File: config.mk
export PLATFORM = sky130hd
export DESIGN_NAME = reduce_sequencer
export DESIGN_NICKNAME = d
export VERILOG_FILES = /design/src/rtl/reduce_sequencer.sv
export SDC_FILE = /design/constraint.sdc
export NUM_CORES = 1
export LEC_CHECK = 0
export CORE_ASPECT_RATIO = 0.75
export CORE_MARGIN = 2
export CORE_UTILIZATION = 38
export DETAILED_ROUTE_END_ITERATION = 6
export GPL_ROUTABILITY_DRIVEN = 0
export GPL_TIMING_DRIVEN = 0
export PLACE_DENSITY = 0.77
export SLEW_MARGIN = 20
export SYNTH_ARGS = -nofsm -noshare
export SYNTH_HDL_FRONTEND = slang
export SYNTH_SLANG_ARGS = --single-unit
File: constraint.sdc
create_clock -name clk -period 3.1 [get_ports clk]
set_input_delay 0.31 -clock clk [delete_from_list [all_inputs] [get_ports clk]]
set_output_delay 0.31 -clock clk [all_outputs]
set_load 0.05 [all_outputs]
File: src/rtl/reduce_sequencer.sv
// -----------------------------------------------------------------------------
// reduce_sequencer
//
// Steps the calculator datapath through one operator reduction:
//   pop operator -> pop B (top) -> pop A -> drive ALU -> push result (A op B).
// In drain mode the reductions repeat until the operator stack is empty.
//
// Optional feature (compile-time macro REDUCE_DIV0_CHECK_EN):
//   when defined, a divide (op == DIV_OP) with B == 0 ends the run in ERR
//   after A has been popped, and nothing is pushed.
//
// Ports:
//   clk, rst      clock (rising edge), asynchronous active-high reset
//   start, drain  run request (sampled in IDLE) and drain-mode select
//   busy          high in every non-IDLE state
//   done, err     one-cycle completion pulse; err is valid with done and held
//   count         reductions completed in the current/last run (saturating)
//   result        last ALU result pushed
//   dt_*          data stack: top/empty in, pop/push strobes and write data out
//   op_*          operator stack: top/empty in, pop strobe out
//   al_A/B/cmd/C  ALU operands and command out, result in
// -----------------------------------------------------------------------------
module reduce_sequencer #(
    parameter int DW     = 32,
    parameter int OW     = 4,
    parameter int DIV_OP = 4
) (
    input  logic          clk,
    input  logic          rst,
    input  logic          start,
    input  logic          drain,
    output logic          busy,
    output logic          done,
    output logic          err,
    output logic [7:0]    count,
    output logic [DW-1:0] result,
    input  logic [DW-1:0] dt_top,
    input  logic          dt_empty,
    output logic          dt_pop,
    output logic          dt_push,
    output logic [DW-1:0] dt_wdata,
    input  logic [OW-1:0] op_top,
    input  logic          op_empty,
    output logic          op_pop,
    output logic [DW-1:0] al_A,
    output logic [DW-1:0] al_B,
    output logic [OW-1:0] al_cmd,
    input  logic [DW-1:0] al_C
);

    typedef enum logic [2:0] {
        IDLE   = 3'd0,
        POP_OP = 3'd1,
        POP_B  = 3'd2,
        POP_A  = 3'd3,
        EXEC   = 3'd4,
        PUSH   = 3'd5,
        DONE   = 3'd6,
        ERR    = 3'd7
    } state_t;

    state_t          state_r;
    logic            drain_r;
    logic            busy_r;
    logic            done_r;
    logic            err_r;
    logic [7:0]      count_r;
    logic [DW-1:0]   result_r;
    logic [DW-1:0]   a_r;
    logic [DW-1:0]   b_r;
    logic [OW-1:0]   op_r;
    logic            op_pop_r;
    logic            dt_pop_r;
    logic            dt_push_r;

    // Saturating reduction counter increment.
    function automatic logic [7:0] sat_inc(input logic [7:0] v);
        logic [7:0] r;
        if (v == 8'hFF) begin
            r = 8'hFF;
        end else begin
            r = v + 8'd1;
        end
        return r;
    endfunction

    // Sequencer FSM: state plus every registered output and operand latch.
    // Strobe registers are loaded on entry to the state that owns them, so
    // they are high exactly for that state's cycle.
    always_ff @(posedge clk or posedge rst) begin
        if (rst) begin
            state_r   <= IDLE;
            drain_r   <= 1'b0;
            busy_r    <= 1'b0;
            done_r    <= 1'b0;
            err_r     <= 1'b0;
            count_r   <= 8'd0;
            result_r  <= '0;
            a_r       <= '0;
            b_r       <= '0;
            op_r      <= '0;
            op_pop_r  <= 1'b0;
            dt_pop_r  <= 1'b0;
            dt_push_r <= 1'b0;
        end else begin
            done_r    <= 1'b0;
            op_pop_r  <= 1'b0;
            dt_pop_r  <= 1'b0;
            dt_push_r <= 1'b0;
            case (state_r)
                IDLE: begin
                    if (start) begin
                        drain_r  <= drain;
                        count_r  <= 8'd0;
                        err_r    <= 1'b0;
                        busy_r   <= 1'b1;
                        op_pop_r <= 1'b1;
                        state_r  <= POP_OP;
                    end else begin
                        busy_r   <= 1'b0;
                        state_r  <= IDLE;
                    end
                end
                POP_OP: begin
                    if (op_empty) begin
                        // Empty op stack is normal completion only when draining.
                        done_r  <= 1'b1;
                        err_r   <= ~drain_r;
                        state_r <= drain_r ? DONE : ERR;
                    end else begin
                        op_r     <= op_top;
                        dt_pop_r <= 1'b1;
                        state_r  <= POP_B;
                    end
                end
                POP_B: begin
                    if (dt_empty) begin
                        done_r  <= 1'b1;
                        err_r   <= 1'b1;
                        state_r <= ERR;
                    end else begin
                        b_r      <= dt_top;
                        dt_pop_r <= 1'b1;
                        state_r  <= POP_A;
                    end
                end
                POP_A: begin
                    if (dt_empty) begin
                        done_r  <= 1'b1;
                        err_r   <= 1'b1;
                        state_r <= ERR;
                    end else begin
                        a_r <= dt_top;
`ifdef REDUCE_DIV0_CHECK_EN
                        // A is consumed either way; a zero divisor aborts before EXEC.
                        if ((op_r == DIV_OP[OW-1:0]) && (b_r == '0)) begin
                            done_r  <= 1'b1;
                            err_r   <= 1'b1;
                            state_r <= ERR;
                        end else begin
                            state_r <= EXEC;
                        end
`else
                        state_r <= EXEC;
`endif
                    end
                end
                EXEC: begin
                    result_r  <= al_C;
                    dt_push_r <= 1'b1;
                    state_r   <= PUSH;
                end
                PUSH: begin
                    count_r <= sat_inc(count_r);
                    if (drain_r) begin
                        op_pop_r <= 1'b1;
                        state_r  <= POP_OP;
                    end else begin
                        done_r  <= 1'b1;
                        err_r   <= 1'b0;
                        state_r <= DONE;
                    end
                end
                DONE: begin
                    busy_r  <= 1'b0;
                    state_r <= IDLE;
                end
                ERR: begin
                    busy_r  <= 1'b0;
                    state_r <= IDLE;
                end
                default: begin
                    busy_r  <= 1'b0;
                    state_r <= IDLE;
                end
            endcase
        end
    end

    // Pops are qualified by the live empty flags so an empty stack is never
    // popped on the cycle the FSM takes its error/exit branch.
    assign op_pop   = op_pop_r & ~op_empty;
    assign dt_pop   = dt_pop_r & ~dt_empty;
    assign dt_push  = dt_push_r;
    assign dt_wdata = result_r;

    assign busy   = busy_r;
    assign done   = done_r;
    assign err    = err_r;
    assign count  = count_r;
    assign result = result_r;

    assign al_A   = a_r;
    assign al_B   = b_r;
    assign al_cmd = op_r;

endmodule

Word level (Yosys, flattened, before mapping)
Cells that the tools add are included.
W data, S select, Z words.
- register bits after elaboration: 118
- bits of input ports: 74
- output and inout bits: 146
- logic and storage cells: 70
- add/sub/neg operators: 1
- equality and inequality tests: 12
- mux-type cells: 27
- bitwise logic cells: 5
- reductions and logical operators: 12
- operators with widths (operator ; number):
    $pmux W3 S7 ; 1
    $mux W8 ; 2
    $pmux W8 S2 ; 1
    $mux W1 ; 14
    $eq A3 B3 Y1 const B ; 4
    $reduce_and A2 Y1 ; 5
    $mux W3 ; 3
    $add A8 B1 Y8 const B ; 1
    $eq A8 B8 Y1 const B ; 1
    $eq A3 B2 Y1 const B ; 2
    $ne A2 B2 Y1 const B ; 3
    $pmux W1 S2 ; 3
    $reduce_and A5 Y1 ; 1
    $pmux W1 S4 ; 1
    $reduce_bool A2 Y1 ; 2
    $reduce_bool A4 Y1 ; 1
    $reduce_or A2 Y1 ; 2
    $eq A3 B1 Y1 const B ; 1
    $logic_not A3 Y1 ; 1
    $not A1 Y1 ; 3
    $pmux W1 S3 ; 1
    $and A1 B1 Y1 ; 2
    $mux W2 ; 1
    $ne A2 B1 Y1 const B ; 1

Depth between registers and ports, before layout
Gate-level depths: netlist (run 1).
- depth in word-level cells: 4
- mapped depth: 6
- mapped depth without buffers: 4

Least setup slack after synthesis (run 1)
No wires, ideal clock.
- kind: reg2reg
- start: register count_r[2], in the netlist count[2]
- end: register count_r[7], in the netlist count[7]
- setup time: 0.094 ns
- arrival: 1.654 ns
- required time: 3.006 ns
- setup slack: 1.352 ns
- cell stages (with the launch flop): 4
- buffers on the path: 0
- clock period less this slack: 1.748 ns
- cell sequence: dfrtp_1 -> nand3_1 -> or4_1 -> a211oi_1
- longest elaborated chain between the ends: 3
- elaborated cells on any way between the ends: 4
- those cells by class: add/sub: 1; eq/ne: 1; mux: 2
- RTL lines (item ; RTL line ; text):
    from (decl) ; 67 ; logic [7:0] count_r;
    from (signal assigned) ; 174 ; count_r <= sat_inc(count_r);
    $add A8 B1 Y8 or $eq A8 B8 Y1 (tied branches) ; 82, 79 ;
    $mux W8 (*) ; 79 ; if (v == 8'hFF) begin
    $pmux W8 S2 (*) ; 110 ; case (state_r)
Mark *: on every way between the ends. The rest lies on a longest branch, timed or not.
A chain may end at the register's enable or synchronous reset.

Worst setup path after layout (run 1)
- start: input port dt_empty
- end: output port dt_pop
- longest elaborated chain between the ends: 2
- RTL lines (item ; RTL line ; text):
    from (decl) ; 38 ; input logic dt_empty,
    $not A1 Y1 (no source line) ; - ;
    $and A1 B1 Y1 ; 203 ; assign dt_pop = dt_pop_r & ~dt_empty;
    to (decl) ; 39 ; output logic dt_pop,
No other way between the ends.

==> results.sh, run 1 <==
export IMPL_antenna_cells=0
export IMPL_die_h_um=103
export IMPL_global_route_overflow_total=0
export IMPL_viasPerCell=4.81
export IMPL_synthTopCellsByArea="dfrtp_1 (59%), mux2_2 (16%), mux2_1 (7.0%)"
export IMPL_critPathKind="primary input to output port"
export IMPL_synth_seq_cells=118
export IMPL_period_share_pct=71.6
export IMPL_ys_warn_count=0
export IMPL_async_flop_share_pct=100
export IMPL_crit_required_ns=2.79
export IMPL_max_freq_mhz=451
export IMPL_first_pass_iters=4
export IMPL_core_area_sq_mm=0.0129
export IMPL_grt_pass1_wl_um=19400
export IMPL_seq_area_frac_synth_pct=59.2
export IMPL_drt_wl_total_um=12500
export IMPL_finalMaxSlewViolations=0
export IMPL_clockBufferDepth=2
export IMPL_min_path_type="primary input to asynchronous set/reset pin"
export IMPL_synth_top_area_cell="dfrtp_1"
export IMPL_io_buffer_count=219
export IMPL_first_global_vias=3703
export IMPL_r2r_start="state_r[1]$_DFF_PP0_"
export IMPL_syn_area_sq_mm=0.00499
export IMPL_max_cap_violations=0
export IMPL_dieArea_sq_mm=0.0141
export IMPL_vias=3696
export IMPL_synth_simple_gate_area_share_pct=5.29
export IMPL_nNetsFinal=660
export IMPL_synth_adder_area_share_pct=0.251
export IMPL_insertion_delay_ns=0.40
export IMPL_start_util_pct=38.7
export IMPL_cts_tree="done"
export IMPL_cts_sinks=118
export IMPL_hold_buffers=0
export IMPL_crit_path_end_kind="output port"
export IMPL_avgRoutedWirePerCell_um=16.3
export IMPL_startpoint="dt_empty"
export IMPL_synthCells=343
export IMPL_synth_flop_cell="dfrtp_1"
export IMPL_syn_to_final_growth_pct=63.0
export IMPL_yosys_cell_count_top_type="dfrtp_1"
export IMPL_fillCellCount=984
export IMPL_whs_ns=0.285
export IMPL_synth_cell_types=49
export IMPL_cts_buffers=17
export IMPL_worstMarginPinSlew_ns=0.613
export IMPL_max_slew_margin_pct=59.1
export IMPL_synth_edf_count=0
export IMPL_post_dp_hpwl_um=9540
export IMPL_htreeDepth=4
export IMPL_path_max_fanout=6
export IMPL_grt_max_degree=33
export IMPL_synth_xor_xnor_area_share_pct=0
export IMPL_tns_ns=0
export IMPL_drc_errors=0
export IMPL_rsz0062_at_grt="no"
export IMPL_grt_antenna_before_repair=0
export IMPL_drtAntennaViolNets=0
export IMPL_final_min_clock_period_ns=2.22
export IMPL_num_rows=36
export IMPL_grtUsageTotal_pct=18.0
export IMPL_cts_root_buf="clkbuf_16"
export IMPL_die_w_um=136
export IMPL_synth_nets=418
export IMPL_synth_top_cell_area_share_pct=59.2
export IMPL_drtIter0Drc=78
export IMPL_outcome="complete, no violations"
export IMPL_synthMuxAreaShare_pct=23.0
export IMPL_hold_viol_final=0
export IMPL_synth_compound_area_share_pct=4.59
export IMPL_synth_top_family_by_area="multiplexers"
export IMPL_cp_arrival_ns=1.91
export IMPL_yosys_top_cells_count="dfrtp_1 (118), mux2_2 (70), buf_4 (33), mux2_1 (31), o21ai_0 (8)"
export IMPL_io_pins=220
export IMPL_avgSynthCellArea_sq_um=14.5
export IMPL_final_setup_viol_count=0
export IMPL_ctsResizeCount=0
export IMPL_postCtsSetupBuffers=0
export IMPL_start_kind="primary input"
export IMPL_clk_pin_slew_ns=0.06
export IMPL_finClkSkew_ns=0.00764
export IMPL_drive_gt1_share_pct=26.8
critical path, cell delays in order:
cell and delay [ns]:
clkdlybuf4s50_1 0.58, nor2b_1 0.18, clkdlybuf4s50_1 0.84
state kept, by name, indices dropped and copies added (netlist names), 3 cells and up:
signal / cells
al_A: 32
al_B: 32
al_cmd: 4
count: 8
dt_wdata: 32
state_r: 3
area by class of cell:
| class | count | area, sq um | share of cell area (%) |
|---|---|---|---|
| tap | 171 | 214 | 2.63 |
| clock buffer | 18 | 439 | 5.40 |
| inverter | 4 | 18.8 | 0.231 |
| sequential | 118 | 2950 | 36.3 |
| timing repair buffer | 223 | 2290 | 28.1 |
| multi-input combinational | 172 | 1650 | 20.3 |
| clock inverter | 14 | 200 | 2.46 |
| buffer | 49 | 369 | 4.54 |
metrics by stage:
step | cell area, sq um | std cells | util, % | worst slack [ns]
finish | 8130 | 769 | 63.1 | 0.882
global route | 8130 | 769 | 63.1 | 0.842
CTS | 8130 | 769 | 63.1 | 0.872
detailed placement | 7490 | 737 | 58.2 | 0.891
global placement | 7400 | 733 | 57.4 | 0.263
floorplan | 4990 | 343 | - | 1.35
placed cells by master, fill, tap and decap left out, types with 2 or more instances in the layout:
master and n:
nor4b_2 2, clkinv_4 4, o211a_1 2, inv_1 2, nor2b_1 4, clkdlybuf4s50_1 219, buf_4 33, dfrtp_1 118
clkbuf_16 17, a21oi_1 3, buf_12 2, o21ai_0 8, nand3_1 3, bufinv_16 4, and3_1 3, buf_16 2
inv_6 2, buf_2 7, clkinvlp_4 4, buf_6 7, nand2_1 6, mux2_1 31, a211oi_1 2, nor2_1 5
mux2_2 70, o211ai_1 3, a22o_1 3
metal layers:
metal	part of all wire [%]	track usage (%)
met4	1.1	6.41
met2	52	32.1
met5	0	0
met1	41	21.1
met3	5.9	4.78
cells by family after synthesis:
group,after synthesis
AO/OA/AOI/OAI,32
adder cells (fa/ha/maj),1
buffers and inverters,53
flip-flops,118
multiplexers,102
AND/OR/NAND/NOR,37
path summary, 6_finish.rpt:
| kind | depth (start not counted) | slack (ns) | end |
|---|---|---|---|
| min in group clk | 1 | 0.48 | al_B[0]$_DFFE_PP0P_ |
| worst min-delay path | 2 | 0.29 | dt_wdata[0]$_DFFE_PP0P_ |
| worst min register to register | 1 | 0.48 | al_B[0]$_DFFE_PP0P_ |
| worst max-delay path | 3 | 0.88 | dt_pop |
| worst max register to register | 5 | 1.28 | al_B[21]$_DFFE_PP0P_ |
| max in group asynchronous | 4 | 2.11 | al_A[21]$_DFFE_PP0P_ |
Power of run 1 is not shown: default switching activity piles up to over one toggle a cycle in this logic, so the estimate is an artifact.
==> inputs of run 2 (changes only) <==
--- a/config.mk
+++ b/config.mk
@@ -7,11 +7,11 @@
 export LEC_CHECK = 0
 export CORE_ASPECT_RATIO = 0.75
 export CORE_MARGIN = 2
-export CORE_UTILIZATION = 38
+export CORE_UTILIZATION = 42
 export DETAILED_ROUTE_END_ITERATION = 6
 export GPL_ROUTABILITY_DRIVEN = 0
 export GPL_TIMING_DRIVEN = 0
-export PLACE_DENSITY = 0.77
+export PLACE_DENSITY = 0.8
 export SLEW_MARGIN = 20
 export SYNTH_ARGS = -nofsm -noshare
 export SYNTH_HDL_FRONTEND = slang
==> constraint.sdc (replaced) <==
create_clock -name clk -period 2.1 [get_ports clk]
set_input_delay 0.21 -clock clk [delete_from_list [all_inputs] [get_ports clk]]
set_output_delay 0.21 -clock clk [all_outputs]
set_load 0.05 [all_outputs]
==> run 2 against run 1 <==
  * Sequential cell count stayed put
  * Clock skew is 0.0026 ns lower
  * Via count is 0.19% lower
  * Register-to-register slack worse by 0.94 ns
  * Non-clock buffer count is 1 lower
  * Critical path type unchanged
==> results.sh, run 2 (synthesis results as in run 1) <==
export IMPL_finalNonFillerCells=759
export IMPL_core_area_sq_mm=0.0116
export IMPL_global_route_overflow_total=0
export IMPL_ctsResizeCount=0
export IMPL_io_pins=220
export IMPL_max_freq_mhz=488
export IMPL_start_util_pct=43.1
export IMPL_tns_ns=0
export IMPL_grt_max_degree=35
export IMPL_num_rows=34
export IMPL_drtAntennaViolNets=0
export IMPL_final_cell_mix="clkdlybuf4s50_1 (219), dfrtp_1 (118), mux2_2 (70)"
export IMPL_cts_sinks=118
export IMPL_critPathKind="primary input to output port"
export IMPL_io_buffer_count=219
export IMPL_crit_path_end_kind="output port"
export IMPL_outcome="complete, no violations"
export IMPL_worstMarginPinSlew_ns=0.685
export IMPL_drt_wl_total_um=12700
export IMPL_clockBufferDepth=2
export IMPL_ff2ff_path_depth=5
export IMPL_clk_pin_slew_ns=0.06
export IMPL_htreeDepth=4
export IMPL_final_common_cell="clkdlybuf4s50_1"
export IMPL_finalMaxSlewViolations=0
export IMPL_die_w_um=130
export IMPL_finClkSkew_ns=0.00506
export IMPL_grt_antenna_before_repair=0
export IMPL_first_pass_iters=4
export IMPL_avgRoutedWirePerCell_um=16.7
export IMPL_finalInstanceArea_sq_mm=0.00809
export IMPL_antenna_cells=0
export IMPL_hold_buffers=0
export IMPL_hold_viol_final=0
export IMPL_grt_pass1_wl_um=19900
export IMPL_postCtsSetupBuffers=0
export IMPL_viasPerCell=4.86
export IMPL_drtIter0Drc=169
export IMPL_placed_cell_area_sq_mm=0.00745
export IMPL_max_cap_violations=0
export IMPL_final_min_clock_period_ns=2.05
export IMPL_period_share_pct=97.7
export IMPL_drive_gt1_share_pct=26.5
export IMPL_drc_errors=0
export IMPL_grtUsageTotal_pct=20.3
export IMPL_cts_root_buf="clkbuf_16"
export IMPL_post_dp_hpwl_um=9590
export IMPL_nNetsFinal=659
export IMPL_final_setup_viol_count=0
export IMPL_fillCellCount=821
export IMPL_die_h_um=98.4
export IMPL_cp_arrival_ns=1.84
export IMPL_cts_tree="done"
export IMPL_place_inst=727
export IMPL_start_kind="primary input"
export IMPL_crit_required_ns=1.89
export IMPL_rsz0062_at_grt="no"
export IMPL_cts_buffers=17
export IMPL_path_max_fanout=6
export IMPL_dieArea_sq_mm=0.0128
export IMPL_r2r_end="al_B[14]$_DFFE_PP0P_"
export IMPL_insertion_delay_ns=0.41
export IMPL_min_path_type="primary input to asynchronous set/reset pin"
export IMPL_max_slew_margin_pct=54.2
export IMPL_syn_to_final_growth_pct=62.2
export IMPL_r2r_start="state_r[1]$_DFF_PP0_"
export IMPL_vias=3689
export IMPL_first_global_vias=3877
export IMPL_r2r_slack_ns=0.34
==> run 2: per-layer routing <==
metal	track usage, %	wire length, um	vias to the layer above
li1	-	-	1675
met1	25.5	5230	1848
met2	33.6	6340	144
met3	5.59	824	22
met4	7.78	265	0
met5	0	0	-
==> run 2: worst max path at each step <==
| stage | endpoint | slack (ns) | start |
|---|---|---|---|
| final | dt_pop | 0.05 | dt_empty |
| after global routing | dt_pop | 0.008 | dt_empty |
| after CTS | dt_pop | 0.06 | dt_empty |
| after detailed placement | al_A[13]$_DFFE_PP0P_ | 0.04 | dt_empty |
| after global placement | al_A[0]$_DFFE_PP0P_ | -0.59 | rst |
| after floorplan | count[7]$_DFFE_PP0P_ | 0.35 | count[2]$_DFFE_PP0P_ |
==> run 2: critical path, cell delays in order <==
cell and delay, ns:
clkdlybuf4s50_1 0.60, nor2b_1 0.19, clkdlybuf4s50_1 0.84
==> run 2: cell type report <==
class	count	area (sq um)	share of cell area, %
plain buffers	49	369	4.56
clock buffers	19	443	5.47
clock inverters	13	203	2.50
inverters	4	18.8	0.232
multi-input cells	172	1650	20.4
flip-flops and latches	118	2950	36.5
well taps	162	203	2.50
repair buffers	222	2250	27.8
==> run 2: stage by stage <==
stage	hold WS [ns]	worst slack [ns]	util [%]
global placement	0.467	-0.593	63.9
floorplan	0.345	0.352	-
global route	0.317	0.00809	70.0
CTS	0.301	0.0571	70.0
detailed placement	0.475	0.0412	64.4
finish	0.306	0.0489	70.0
Power of run 2 is left out for the same reason.
